**config.mk**
```make
export PLATFORM = sky130hd
export DESIGN_NAME = node_link_endpoint
export DESIGN_NICKNAME = d
export VERILOG_FILES = /design/src/rtl/knock_pkg.sv /design/src/rtl/flit_fifo.sv /design/src/rtl/node_link_endpoint.sv
export SDC_FILE = /design/constraint.sdc
export NUM_CORES = 1
export LEC_CHECK = 0
export ABC_AREA = 1
export CAP_MARGIN = 20
export CORE_MARGIN = 5
export CORE_UTILIZATION = 53
export CTS_BUF_LIST = sky130_fd_sc_hd__clkbuf_4
export CTS_CLUSTER_DIAMETER = 60
export DETAILED_ROUTE_END_ITERATION = 10
export PLACE_DENSITY = 0.75
export SETUP_SLACK_MARGIN = 0.1
export SYNTH_ARGS = -nofsm -noshare
export SYNTH_HDL_FRONTEND = slang
export SYNTH_SLANG_ARGS = --single-unit
```
**constraint.sdc**
```tcl
create_clock -name clk -period 3.9 [get_ports clk]
set_input_delay 1.17 -clock clk [delete_from_list [all_inputs] [get_ports clk]]
set_output_delay 1.17 -clock clk [all_outputs]
set_load 0.005 [all_outputs]
```
**src/rtl/knock_pkg.sv**
```systemverilog
// Shared types and widths for the node link endpoint.
package knock_pkg;
    localparam int FLIT_W = 16;
    localparam int CNT_W  = 16;
    typedef logic [FLIT_W-1:0] flit_t;
endpackage

```
**src/rtl/flit_fifo.sv**
```systemverilog
// Synchronous flit FIFO; pointers carry an extra wrap bit so full/empty need no extra flag.
module flit_fifo
    import knock_pkg::*;
#(
    parameter int DEPTH = 4,
    localparam int AW = $clog2(DEPTH)
) (
    input  logic         clk,
    input  logic         reset,
    input  logic         push,
    input  logic         pop,
    input  flit_t        data,
    output logic         full,
    output logic         empty,
    output logic [AW:0]  count,
    output flit_t        head
);
    flit_t       mem [DEPTH];
    logic [AW:0] wr_ptr;
    logic [AW:0] rd_ptr;

    // Pointer update; caller guarantees no push into a full FIFO unless it also pops.
    always_ff @(posedge clk or posedge reset) begin
        if (reset) begin
            wr_ptr <= '0;
            rd_ptr <= '0;
        end else begin
            if (push) wr_ptr <= wr_ptr + {{AW{1'b0}}, 1'b1};
            if (pop)  rd_ptr <= rd_ptr + {{AW{1'b0}}, 1'b1};
        end
    end

    // Storage write; contents need no reset since the pointers define validity.
    always_ff @(posedge clk) begin
        if (push) mem[wr_ptr[AW-1:0]] <= data;
    end

    // Occupancy flags and head read.
    always_comb begin
        count = wr_ptr - rd_ptr;
        empty = (wr_ptr == rd_ptr);
        full  = (count == (AW+1)'(DEPTH));
        head  = mem[rd_ptr[AW-1:0]];
    end
endmodule

```
**src/rtl/node_link_endpoint.sv**
```systemverilog
// Node-side link endpoint: TX queue with registered launch under far-end backpressure,
// RX queue with early buffer_full_out, and per-direction flit counters.
module node_link_endpoint
    import knock_pkg::*;
#(
    parameter int TX_DEPTH = 4,
    parameter int RX_DEPTH = 8,
    parameter int RX_SLACK = 2
) (
    input  logic             clk,
    input  logic             reset,
    input  logic             tx_valid,
    output logic             tx_ready,
    input  flit_t            tx_data,
    output logic             sending_data,
    output flit_t            data_out,
    input  logic             buffer_full_in,
    input  logic             receiving_data,
    input  flit_t            data_in,
    output logic             buffer_full_out,
    output logic             rx_valid,
    input  logic             rx_ready,
    output flit_t            rx_data,
    output logic             rx_overflow,
    output logic [CNT_W-1:0] tx_count,
    output logic [CNT_W-1:0] rx_count
);
    localparam int TX_AW = $clog2(TX_DEPTH);
    localparam int RX_AW = $clog2(RX_DEPTH);

    logic           tx_full, tx_empty, tx_push, tx_pop;
    logic [TX_AW:0] tx_level_unused;
    flit_t          tx_head;
    logic           rx_full, rx_empty, rx_push, rx_pop, rx_drop;
    logic [RX_AW:0] rx_occ, rx_next;
    flit_t          rx_head;

    flit_fifo #(.DEPTH(TX_DEPTH)) u_tx_fifo (
        .clk(clk), .reset(reset), .push(tx_push), .pop(tx_pop), .data(tx_data),
        .full(tx_full), .empty(tx_empty), .count(tx_level_unused), .head(tx_head)
    );

    flit_fifo #(.DEPTH(RX_DEPTH)) u_rx_fifo (
        .clk(clk), .reset(reset), .push(rx_push), .pop(rx_pop), .data(data_in),
        .full(rx_full), .empty(rx_empty), .count(rx_occ), .head(rx_head)
    );

    // Handshakes; tx_ready ignores the same-cycle launch, while RX may refill a slot freed this cycle.
    always_comb begin
        tx_ready = !tx_full;
        tx_push  = tx_valid && !tx_full;
        tx_pop   = !tx_empty && !buffer_full_in;
        rx_valid = !rx_empty;
        rx_data  = rx_head;
        rx_pop   = !rx_empty && rx_ready;
        rx_push  = receiving_data && (!rx_full || rx_pop);
        rx_drop  = receiving_data && rx_full && !rx_pop;
        rx_next  = rx_occ + {{RX_AW{1'b0}}, rx_push} - {{RX_AW{1'b0}}, rx_pop};
    end

    // Registered link launch and sent-flit counter.
    always_ff @(posedge clk or posedge reset) begin
        if (reset) begin
            sending_data <= 1'b0;
            data_out     <= '0;
            tx_count     <= '0;
        end else if (tx_pop) begin
            sending_data <= 1'b1;
            data_out     <= tx_head;
            tx_count     <= tx_count + CNT_W'(1);
        end else begin
            sending_data <= 1'b0;
            data_out     <= '0;
        end
    end

    // Receive-side status: threshold on next occupancy leaves RX_SLACK slots for in-flight flits.
    always_ff @(posedge clk or posedge reset) begin
        if (reset) begin
            buffer_full_out <= 1'b0;
            rx_overflow     <= 1'b0;
            rx_count        <= '0;
        end else begin
            buffer_full_out <= (rx_next >= (RX_AW+1)'(RX_DEPTH - RX_SLACK));
            if (rx_drop) rx_overflow <= 1'b1;
            if (rx_push) rx_count <= rx_count + CNT_W'(1);
        end
    end
endmodule

```
==> impl_metrics.yaml <==
synth:
  synth_compound_area_share_pct: 7.64
  synthXorXnorAreaFrac_pct: 2.18
  yosysSeqAreaShare_pct: 68.3
  synth-edff-count: 192
  synth.area.top_cells: "edfxtp_1 53%, dfrtp_1 15%, nand2_1 7.2%"
  synthArstFlopShare_pct: 25.3
  yosysUniqueCellTypes: 29
  synth_cells: 975
  synth_nets: 1034
  synth_top_cell_area_share_pct: 53.3
  synth_top_family_by_area: "simple AND/OR/NAND/NOR gates"
  ys_top_cells_by_count: "209 x nand2_1, 192 x edfxtp_1, 169 x nor2_1"
  synth_fa_ha_area_share_pct: 2.57
  synth_simple_gate_area_share_pct: 15.7
  syn_area_per_cell_um2: 11.1
  synth_top_area_cell: "edfxtp_1"
  synth_area_mm2: 0.0108
  synth_seq_cells: 257
  synth_mux_area_share_pct: 0
  synth_flop_cell: "edfxtp_1"
  yosysWarnings: 0
  yosysMostFrequentCell: "nand2_1"
sta:
  tightest_slew_ns: 0.887
  finalSetupViolations: 0
  min_period_ns: 3.62
  clock_skew_ns: 0.0266
  setup_tns_ns: 0
  finalHoldViolations: 0
  timing.fmax_mhz: 276
  rsz0062_at_grt: "true"
  drv_slew: 0
  slew_headroom_pct: 40.8
  finalCritPeriodShare_pct: 92.9
  hold_ws_ns: 0.485
critical_path:
  crit_required_ns: 2.73
  cp_max_fo: 21
  worstSetupPathType: "register to output port"
  cp.arrival_ns: 2.45
  reg2reg_depth: 14
  crit_path_start_kind: "register"
  end_kind: "output port"
cts:
  numCtsBuffers: 68
  cts_root_buf: "clkbuf_4"
  cts_setup_buffers: 0
  clk_latency_ns: 0.64
  h-tree-depth: 3
  clock-sinks: 257
  clk_pin_slew_ns: 0.06
  cts_max_path_buffers: 3
  cts_tree: "yes"
global_route:
  grt_pass1_wl_um: 36800
  antenna_found_initial: 1
  grt_max_degree: 43
  grt.total_usage_pct: 19.4
  gr-total-overflow: 0
  grt_pass1_vias: 7491
final_layout:
  fillers: 1547
  multi_input_area_mm2: 0.00308
  drive_gt1_share_pct: 13.1
  areaGrowthSynthToFinish_pct: 22.3
  fin_nets: 1196
  design_area_mm2: 0.0132
  seqCellArea_mm2: 0.00739
routing:
  wl_per_cell_um: 15.7
  initialDrtViolationCount: 443
  vias: 7580
  drc: 0
  drt-total-wl_um: 22900
  vias_per_cell: 5.19
  postRouteAntennaNets: 0
  drtPass1Iterations: 5
power:
  switchingPower_mw: 3.58
  p_leak_nw: 5.19
  pwr_density_cell_mw_per_mm2: 773
  power.share.switching_pct: 35.0
  clockPowerShare_pct: 24.4
  max-vdd-ir-drop_v: 0.000395
  combPwrFrac_pct: 37.6
  seq_power_share_pct: 38.0
  power_mw: 10.2
  internal_power_mw: 6.65
floorplanning:
  die_w_um: 153
  rows: 52
  core-area_mm2: 0.0202
  ios: 107
  design.die.area_mm2: 0.0234
  start_util_pct: 53.7
  fp.dieH_um: 153
place:
  io_buffers: 106
  hpwl_um: 13600
  gp_congestion: 0.810
  post_dp_cell_area_mm2: 0.0123
min_path:
  hold_class: "register to register"
  hold_depth: 1
outcome:
  status: "finished, final reports clean"
job:
  max_cap_violations: 0
## logic make-up (layout without fill, tap and decap cells)
group | Yosys count | after routing
adder cells (fa/ha/maj) | 21 | 21
XOR/XNOR | 27 | 27
flip-flops | 257 | 257
other | 0 | 1
AND/OR/NAND/NOR | 427 | 427
AO/OA/AOI/OAI | 156 | 156
buffers and inverters | 87 | 301
## power groups by stage
stage	sequential [mW]	clock (mW)	combinational, mW
after floorplan	3.88	0	2.33
after global placement	3.91	0	3.75
after detailed placement	3.92	0	3.84
after CTS	3.88	2.57	3.86
after global routing	3.94	2.73	4.29
final	3.88	2.50	3.85
## registers in the layout (all words and copies together) (netlist names)
name	count
data_out	16
u_tx_fifo.mem	64
u_tx_fifo.rd_ptr	3
sending_data	1
u_rx_fifo.wr_ptr	4
tx_count	16
rx_count	16
u_rx_fifo.mem	128
u_tx_fifo.wr_ptr	3
buffer_full_out	1
rx_overflow	1
u_rx_fifo.rd_ptr	4
## path summary, 6_finish.rpt
check / from / end / slack [ns]
max: u_rx_fifo.rd_ptr[0]$_DFFE_PP0N_ / rx_data[7] / 0.28
min: rx_overflow$_DFFE_PP0P_ / rx_overflow$_DFFE_PP0P_ / 0.48
max reg2reg: u_rx_fifo.wr_ptr[0]$_DFFE_PP0P_ / buffer_full_out$_DFF_PP0_ / 0.36
min reg2reg: rx_overflow$_DFFE_PP0P_ / rx_overflow$_DFFE_PP0P_ / 0.48
max in group asynchronous: reset / data_out[11]$_DFF_PP0_ / 2.30
min in group asynchronous: reset / u_tx_fifo.wr_ptr[2]$_DFFE_PP0P_ / 0.98
## worst max-delay path: stages (launching register included)
cell and delay [ns]:
dfrtp_2 0.45, inv_6 0.18, buf_4 0.24, o21ai_0 0.11
o22ai_1 0.14, nand2_1 0.07, nand2_1 0.10, clkdlybuf4s50_1 0.52
## final cells by class
class	instances	area share, %
timing repair buffer	132	9.74
clock inverter	15	1.09
tap	270	2.55
clock buffer	107	6.07
sequential	257	55.9
inverter	47	1.37
multi-input combinational	631	23.3
antenna	1	0.0189
## cell usage in the layout, fill, tap and decap left out, types with 2 or more instances in the layout
cell type	synthesis	final
nand2_1	209	209
edfxtp_1	192	192
nor2_1	169	169
clkbuf_4	0	107
clkdlybuf4s50_1	0	106
o21ai_0	96	96
dfrtp_1	65	64
inv_1	43	42
o22ai_1	32	32
nand3_1	23	23
buf_4	5	22
xor2_1	20	20
a21oi_1	19	19
ha_1	19	19
clkinv_1	2	12
nand4_1	9	9
xnor2_1	7	7
o21ai_1	7	7
nor3_2	0	6
nand2_2	3	3
nand2_4	3	3
bufinv_16	0	3
inv_2	2	2
nand3b_1	2	2
nor3_1	8	2
inv_6	0	2
fa_1	2	2
buf_6	3	2
buf_12	0	2
## metal layers
metal  part of all wire (%)  track usage (%)  vias to the layer above
met4                    1.7             7.59                        0
met5                      0                0                        -
met3                    7.3             5.17                       29
met2                     49             32.8                      253
li1                       -                -                     3706
met1                     42             24.0                     3592
## what timing repair did
item,in CTS,in global routing
hold buffers,0,0
gates cloned,0,0
resized for setup,1,4
setup endpoints to repair,4,8
hold endpoints to repair,0,0
## per-stage QoR
step                      cells  utilization [%]  setup WS, ns
after floorplan             975                -         0.177
after global placement     1337             60.8         0.349
after detailed placement   1337             60.8         0.293
after CTS                  1459             65.5         0.158
after global routing       1460             65.6        0.0785
final                      1460             65.6         0.277
Power figures use the tool's default switching activity.
